File: src/rtl/reg_file_pkg.sv
// rtl/reg_file_pkg.sv - condition-code types, constants and NZP helper
package reg_file_pkg;

   typedef logic [2:0] nzp_t;

   localparam nzp_t NZP_N     = 3'b100;
   localparam nzp_t NZP_Z     = 3'b010;
   localparam nzp_t NZP_P     = 3'b001;
   localparam nzp_t NZP_RESET = NZP_Z;

   // Width-independent core: callers reduce their value to sign and zero flags.
   function automatic nzp_t calc_nzp(input logic sign_bit, input logic is_zero);
      nzp_t res;
      if (sign_bit)
         res = NZP_N;
      else if (is_zero)
         res = NZP_Z;
      else
         res = NZP_P;
      return res;
   endfunction

endpackage

File: src/rtl/reg_file_cc_register_n.sv
// rtl/reg_file_cc_register_n.sv - load-enabled WIDTH-bit register with sync active-low reset
module register_n #(
   parameter int WIDTH = 16
) (
   input  logic             Clk,
   input  logic             Reset,
   input  logic             load,
   input  logic [WIDTH-1:0] d,
   output logic [WIDTH-1:0] q
);

   logic [WIDTH-1:0] data_q;
   logic [WIDTH-1:0] data_d;

   always_comb begin
      data_d = data_q;
      if (load)
         data_d = d;
   end

   always_ff @(posedge Clk) begin
      if (!Reset)
         data_q <= '0;
      else
         data_q <= data_d;
   end

   assign q = data_q;

endmodule

File: src/rtl/reg_file_cc.sv
// rtl/reg_file_cc.sv - NUM_REGS x WIDTH register file, 1W/2R, with NZP and BEN state
module reg_file_cc
   import reg_file_pkg::*;
#(
   parameter  int NUM_REGS      = 8,
   parameter  int WIDTH         = 16,
   parameter  int WRITE_THROUGH = 0,
   localparam int AW            = (NUM_REGS > 1) ? $clog2(NUM_REGS) : 1
) (
   input  logic             Clk,
   input  logic             Reset,
   input  logic             LD_REG,
   input  logic [AW-1:0]    DR,
   input  logic [WIDTH-1:0] Data_In,
   input  logic [AW-1:0]    SR1,
   input  logic [AW-1:0]    SR2,
   output logic [WIDTH-1:0] SR1_Out,
   output logic [WIDTH-1:0] SR2_Out,
   input  logic             LD_CC,
   input  logic [WIDTH-1:0] CC_In,
   output logic [2:0]       NZP,
   input  logic             LD_BEN,
   input  logic [2:0]       BR_Cond,
   output logic             BEN
);

   logic [WIDTH-1:0] reg_val [NUM_REGS];

   // Out-of-range DR matches no instance, so such writes fall away naturally.
   for (genvar i = 0; i < NUM_REGS; i++) begin : g_reg
      register_n #(.WIDTH(WIDTH)) u_reg (
         .Clk   (Clk),
         .Reset (Reset),
         .load  (LD_REG && (DR == AW'(i))),
         .d     (Data_In),
         .q     (reg_val[i])
      );
   end

   // Unmatched (out-of-range) read addresses keep the zero default.
   always_comb begin
      SR1_Out = '0;
      SR2_Out = '0;
      for (int r = 0; r < NUM_REGS; r++) begin
         if (SR1 == AW'(r))
            SR1_Out = ((WRITE_THROUGH != 0) && LD_REG && (DR == AW'(r))) ? Data_In : reg_val[r];
         if (SR2 == AW'(r))
            SR2_Out = ((WRITE_THROUGH != 0) && LD_REG && (DR == AW'(r))) ? Data_In : reg_val[r];
      end
   end

   nzp_t nzp_q;
   nzp_t nzp_d;
   logic ben_q;
   logic ben_d;

   // BEN deliberately samples nzp_q so a simultaneous LD_CC is not seen until next cycle.
   always_comb begin
      nzp_d = nzp_q;
      ben_d = ben_q;
      if (LD_CC)
         nzp_d = calc_nzp(CC_In[WIDTH-1], CC_In == '0);
      if (LD_BEN)
         ben_d = |(BR_Cond & nzp_q);
   end

   always_ff @(posedge Clk) begin
      if (!Reset) begin
         nzp_q <= NZP_RESET;
         ben_q <= 1'b0;
      end else begin
         nzp_q <= nzp_d;
         ben_q <= ben_d;
      end
   end

   assign NZP = nzp_q;
   assign BEN = ben_q;

endmodule
File: config.mk
export PLATFORM = sky130hd
export DESIGN_NAME = reg_file_cc
export DESIGN_NICKNAME = d
export VERILOG_FILES = /design/src/rtl/reg_file_pkg.sv /design/src/rtl/reg_file_cc_register_n.sv /design/src/rtl/reg_file_cc.sv
export SDC_FILE = /design/constraint.sdc
export NUM_CORES = 1
export LEC_CHECK = 0
export BUFFER_PORTS_ARGS = -buffer_cell sky130_fd_sc_hd__buf_2
export CORE_UTILIZATION = 40
export DETAILED_ROUTE_END_ITERATION = 7
export PLACE_DENSITY_LB_ADDON = 0.15
export SETUP_SLACK_MARGIN = 0.05
export SLEW_MARGIN = 20
export SYNTH_ARGS = -nofsm -noshare
export SYNTH_HDL_FRONTEND = slang
export SYNTH_SLANG_ARGS = --single-unit
export TNS_END_PERCENT = 50
File: constraint.sdc
create_clock -name Clk -period 1.79 [get_ports Clk]
set_input_delay 0.0895 -clock Clk [delete_from_list [all_inputs] [get_ports Clk]]
set_output_delay 0.0895 -clock Clk [all_outputs]
set_load 0.03 [all_outputs]
==> flow_summary.toml, run 1 <==
[synth]
seq_area_frac_synth_pct = 35.8
synth_top_family_by_area = "compound AO/OA/AOI/OAI gates"
synth_cells = 919
syn_area_um2 = 7380
synth_top_area_share_pct = 35.8
synthAdderAreaFrac_pct = 0
synthXorXnorAreaFrac_pct = 0
synthSimpleGateAreaFrac_pct = 19.4
syn_area_per_cell_um2 = 8.04
synthMuxAreaShare_pct = 10.8
ys_ff_latch = 132
yosysTopAreaCell = "dfxtp_1"
synth_fp_nets = 968
synth_compound_area_share_pct = 28.0
synth.distinct_cells = 40
yosys_warnings = 0
yosys-top-cells-area = "dfxtp_1, nand2_1, a21boi_0"

[global_route]
grt_pass1_vias = 6615
grt_first_pass_wirelength_mm = 38.9
grt_antenna_before_repair = 0
grt_usage_pct = 27.9
grt_max_degree = 58
gr-total-overflow = 0

[finish]
n_antenna_cell = 0
syn2layout_area_growth_pct = 28.0
final_layout_size_suffix_gt1_share_pct = 28.6
nets = 1087
mostFrequentLayoutCell = "nand2_1"
final_cell_mix = "nand2_1, a21boi_0, buf_4, dfxtp_1, buf_2"

[timing]
worst_pin_slew_ns = 0.542
max-slew-margin-rel_pct = 63.8
drv_slew = 0
rsz0062_at_grt = "yes"
setup_viol = 14
fin_setup_tns_ns = -0.919
hold_viol = 0
finalWorstSetupSlack_ns = -0.124
min_period_over_period_pct = 107
clock_skew_ns = 0.00242
post-route-min-period_ns = 1.91
max_freq_ghz = 0.522

[floorplanning]
die_h_um = 138
dieWidth_um = 138
top_level_ports = 85
placementRows = 49
core_um2 = 18000
initial_core_util_pct = 41.0
die_area_um2 = 19000

[worst_setup_path]
slowest_stage = "mux4_2"
cp.required_ns = 1.70
cp-end-kind = "output pin"
crit_buf_inv = 1
crit_type = "reg -> out"
crit_fanout = 3
crit_family = "multiplexers"
critical-path-max-stage-delay_ns = 0.50
path_cells = "mux4_2 > a221oi_4 > o21ai_1 > buf_4"
crit_arrival_ns = 1.82
cp-start-kind = "register"

[clock_tree]
tritoncts.num_buffers = 17
cts.sinks = 132
cts_tree = "done"
htreeDepth = 4
clkSlewWorstSetupHoldPaths_ns = 0.06
insertion_delay_ns = 0.42
cts_buffer_depth = 2
cts_root_buf = "clkbuf_16"

[detailed_routing]
wire_per_inst_um = 20.0
drcViolationCount = 0
antenna_left = 0
wirelength_mm = 25.6
num_vias = 7194
first_pass_iters = 7
avgViaCountPerCell = 5.62
first_iter_violations = 684

[flow_run]
drv_cap = 0

[power_and_ir_drop]
p_leak_nw = 3.54
vdd_drop_max_mv = 0.506
power_density_nw_per_um2 = 842

[placed_design]
dpl.hpwl_mm = 16.7
routabilityCongestion = 0.848
portBuffers = 84
dp_slack_ns = 0.0346

[status]
violations = "negative setup slack"
status = "complete, but fails checks"

[hold_path]
hp-class = "in -> reg"
sequential cells by signal (all words and copies together), names as in the netlist:
name and cells:
NZP 3, g.u_reg.q 128, BEN 1
stage by stage:
stage	utilization [%]	hold slack [ns]	power [mW]	std cells	instance area (µm²)
global placement	45.6	0.330	4.09	1210	8210
detailed placement	45.6	0.333	4.10	1210	8210
CTS	52.1	0.0000544	7.95	1280	9390
global route	52.4	0.00598	8.19	1280	9450
floorplan	-	0.227	3.74	919	7380
finish	52.4	0.00358	7.96	1280	9450
power by group:
| group | internal [mW] | switching, mW |
|---|---|---|
| clock network | 2.41 | 1.39 |
| registers | 3.01 | 0.0559 |
| logic | 0.448 | 0.653 |
| total | 5.87 | 2.10 |
synth_stat cells:
cell and number:
buf_2 29, a221oi_1 13, nor3_4 2, o21ai_0 41, a22oi_1 16, nor2_2 6, a22o_1 14, buf_8 1
nand2b_1 4, mux2i_1 31, a21boi_1 12, and3b_1 1, and2_1 1, buf_1 6, clkbuf_1 34, a2bb2oi_1 28
a2111oi_0 2, buf_6 2, nand3_1 4, mux2_2 4, dfxtp_1 132, nor3b_1 2, nand4_1 2, inv_1 2
a21oi_1 43, nand3b_1 1, nand2_1 298, mux4_2 9, nor2_1 19, and2b_1 1, a222oi_1 1, a21o_1 2
nor2b_1 7, a21boi_0 118, o211a_1 1, o21ai_1 2, mux4_1 9, a221o_1 1, nor4_1 4, buf_4 14
worst min-delay path, stage by stage:
cell,delay [ns]
buf_2,0.16
nand2_1,0.07
a21boi_0,0.06
cell type report:
cell class | count | area (µm²)
Sequential cell | 132 | 2700
Multi-Input combinational cell | 699 | 4430
Tap cell | 229 | 287
Clock buffer | 20 | 457
Timing Repair Buffer | 186 | 1400
Inverter | 2 | 7.51
Clock inverter | 12 | 176
Fill cell | 1732 | 8570
final timing paths:
check | startpoint | to | slack [ns] | cells past startpoint
hold / removal | Data_In[2] | g_reg[4].u_reg.q[2]$_SDFFE_PN0P_ | 0.004 | 3
setup reg to reg | NZP[2]$_SDFFE_PN0P_ | NZP[2]$_SDFFE_PN0P_ | 0.64 | 3
hold reg to reg | g_reg[1].u_reg.q[6]$_SDFFE_PN0P_ | g_reg[1].u_reg.q[6]$_SDFFE_PN0P_ | 0.47 | 2
setup / recovery | g_reg[3].u_reg.q[7]$_SDFFE_PN0P_ | SR1_Out[7] | -0.12 | 4
repair_timing:
| item | in CTS | in global routing |
|---|---|---|
| buffers inserted | 22 | 0 |
| hold buffers | 16 | 0 |
| endpoints found under the setup margin | 20 | 28 |
| resized for setup | 98 | 39 |
| pin swaps | 26 | 14 |
| hold endpoints to repair | 47 | 0 |
kinds of logic (layout without fill, tap and decap cells):
kind of cell	after synthesis	count (layout)
flops	132	132
compound gates	294	294
buf+inv	88	220
mux	53	53
simple gates	352	352
routing by layer:
layer  wire length [µm]  share of wire, %  up-vias  GRT usage, %
met5                  0                 0        -             0
met4                217              0.85        0          7.00
met3               1490               5.8       22          4.28
met2              12000                47      262          45.5
met1              11900                46     3458          38.2
li1                   -                 -     3452             -
Note: power is estimated with default switching activity, not from simulation.
==> inputs of run 2 (changes only) <==
==> constraint.sdc (replaced) <==
create_clock -name Clk -period 1.79 [get_ports Clk]
set_input_delay 0.358 -clock Clk [delete_from_list [all_inputs] [get_ports Clk]]
set_output_delay 0.358 -clock Clk [all_outputs]
set_load 0.03 [all_outputs]
==> flow_summary.toml, run 2 (synthesized netlist as in run 1, its figures left out) <==
[finish]
nets = 1122
final_layout_size_suffix_gt1_share_pct = 38.0
design_area_um2 = 10300
final_cell_mix = "nand2_1, a21boi_0, buf_4, dfxtp_1, buf_2"
multi_input_area_um2 = 4760
syn2layout_area_growth_pct = 40.0
finish.utilization_pct = 57.4
mostFrequentLayoutCell = "nand2_1"
largest_reg_flops = 128
fillCellCount = 1594
seqCellArea_um2 = 2700
n_antenna_cell = 0

[clock_tree]
cts_hold_buffers = 0
cts_root_buf = "clkbuf_16"
cts_buffer_depth = 2
clkSlewWorstSetupHoldPaths_ns = 0.06
cts_tree = "done"
htreeDepth = 4
insertion_delay_ns = 0.44
cts.sinks = 132
tritoncts.num_buffers = 17

[timing]
max_freq_ghz = 0.453
clock_skew_ns = 0.00113
max-slew-margin-rel_pct = 65.5
post-route-min-period_ns = 2.21
drv_slew = 0
hold_viol = 0
setup_viol = 32
min_period_over_period_pct = 123
rsz0062_at_grt = "yes"
worst_pin_slew_ns = 0.518
finalWorstSetupSlack_ns = -0.418

[placed_design]
detailed_place.area_um2 = 9070
routabilityCongestion = 0.866
portBuffers = 84
dpl.hpwl_mm = 18.1

[power_and_ir_drop]
seq_power_share_pct = 39.4
pwr-share-clk_pct = 43.5
p_leak_nw = 3.88
switching_share_pct = 28.4
switchingPower_mw = 2.21
fin_total_pwr_mw = 7.78
comb_power_share_pct = 17.1
power_density_nw_per_um2 = 753
intPower_mw = 5.57
vdd_drop_max_mv = 0.668

[worst_setup_path]
slowest_stage = "mux4_2"
r2r_slack_ns = 0.84
cp-end-kind = "output pin"
path_cells = "mux4_2 > a221oi_2 > o21ai_1 > buf_4"
cp.required_ns = 1.43
reg2reg_to = "BEN$_SDFFE_PN0P_"
cp-start-kind = "register"
reg2reg_depth = 3
cp_num_cells = 4
critical-path-max-stage-delay_ns = 0.47
rr_startpoint = "NZP[0]$_SDFFE_PN0P_"
crit_arrival_ns = 1.85
worstSetupStartpoint = "g_reg[0].u_reg.q[0]$_SDFFE_PN0P_"
crit_family = "multiplexers"
crit_end = "SR1_Out[0]"
crit_type = "reg -> out"
crit_buf_inv = 1
crit_fanout = 2

[floorplanning]
die_h_um = 138
dieWidth_um = 138
placementRows = 49
initial_core_util_pct = 41.0
top_level_ports = 85
die_area_um2 = 19000
core_um2 = 18000

[global_route]
gr-total-overflow = 0
grt_pass1_vias = 6783
grt_first_pass_wirelength_mm = 39.9
grt_max_degree = 133
grt_usage_pct = 28.8
grt_antenna_before_repair = 0

[hold_path]
hp-class = "in -> reg"

[detailed_routing]
wirelength_mm = 26.9
num_vias = 7393
first_iter_violations = 706
avgViaCountPerCell = 5.62
drcViolationCount = 0
wire_per_inst_um = 20.4
antenna_left = 0
first_pass_iters = 5

[status]
status = "complete, but fails checks"
violations = "negative setup slack"

[flow_run]
drv_cap = 0
[run 2: worst min path at each step]
stage / from / to / slack [ns] / depth (start not counted)
floorplan: g_reg[1].u_reg.q[10]$_SDFFE_PN0P_ / g_reg[1].u_reg.q[10]$_SDFFE_PN0P_ / 0.44 / 2
global placement: g_reg[6].u_reg.q[11]$_SDFFE_PN0P_ / g_reg[6].u_reg.q[11]$_SDFFE_PN0P_ / 0.46 / 2
detailed placement: g_reg[6].u_reg.q[11]$_SDFFE_PN0P_ / g_reg[6].u_reg.q[11]$_SDFFE_PN0P_ / 0.46 / 2
CTS: LD_BEN / BEN$_SDFFE_PN0P_ / 0.15 / 2
global route: LD_BEN / BEN$_SDFFE_PN0P_ / 0.15 / 2
finish: LD_BEN / BEN$_SDFFE_PN0P_ / 0.16 / 2
[run 2: what timing repair did]
action	4_1_cts	5_1_grt
buffers inserted	10	1
setup endpoints to repair	32	32
gates resized for setup	145	50
cloned	3	1
pin swaps	29	14
hold endpoints to repair	0	0
[run 2: final cells by class]
type	instances	area share, %
inverters	2	0.0726
clock inverters	13	1.20
multi-input cells	699	46.0
repair buffers	221	19.5
flip-flops and latches	132	26.1
well taps	229	2.77
clock buffers	19	4.28
[run 2: power by group through the flow]
stage,registers [mW],logic [mW],clock network (mW)
final,3.06,1.33,3.38
after global routing,3.07,1.40,3.55
after CTS,3.06,1.28,3.42
after detailed placement,3.12,1.15,0
after global placement,3.12,1.14,0
after floorplan,3.12,0.702,0
[run 2: worst reg2reg max path: stages (launching register included)]
cell      delay (ns)
dfxtp_1         0.33
a222oi_1        0.32
nand2_1         0.09
o211a_1         0.11
[run 2: per-stage QoR]
step | cells | setup slack (ns) | hold slack [ns] | setup TNS [ns]
6_report | 1315 | -0.418 | 0.158 | -7.31
5_1_grt | 1315 | -0.472 | 0.150 | -8.94
4_1_cts | 1313 | -0.369 | 0.151 | -7.50
3_5_place_dp | 1268 | -0.421 | 0.464 | -9.08
3_3_place_gp | 1268 | -0.393 | 0.459 | -8.81
2_1_floorplan | 919 | -0.0745 | 0.444 | -0.481
[run 2: routing by layer]
metal,global-route usage [%],wire (µm),vias to the layer above
met4,10.5,444,0
met1,39.0,12100,3529
met5,0,0,-
met2,45.3,12600,302
met3,5.67,1720,38
li1,-,-,3524
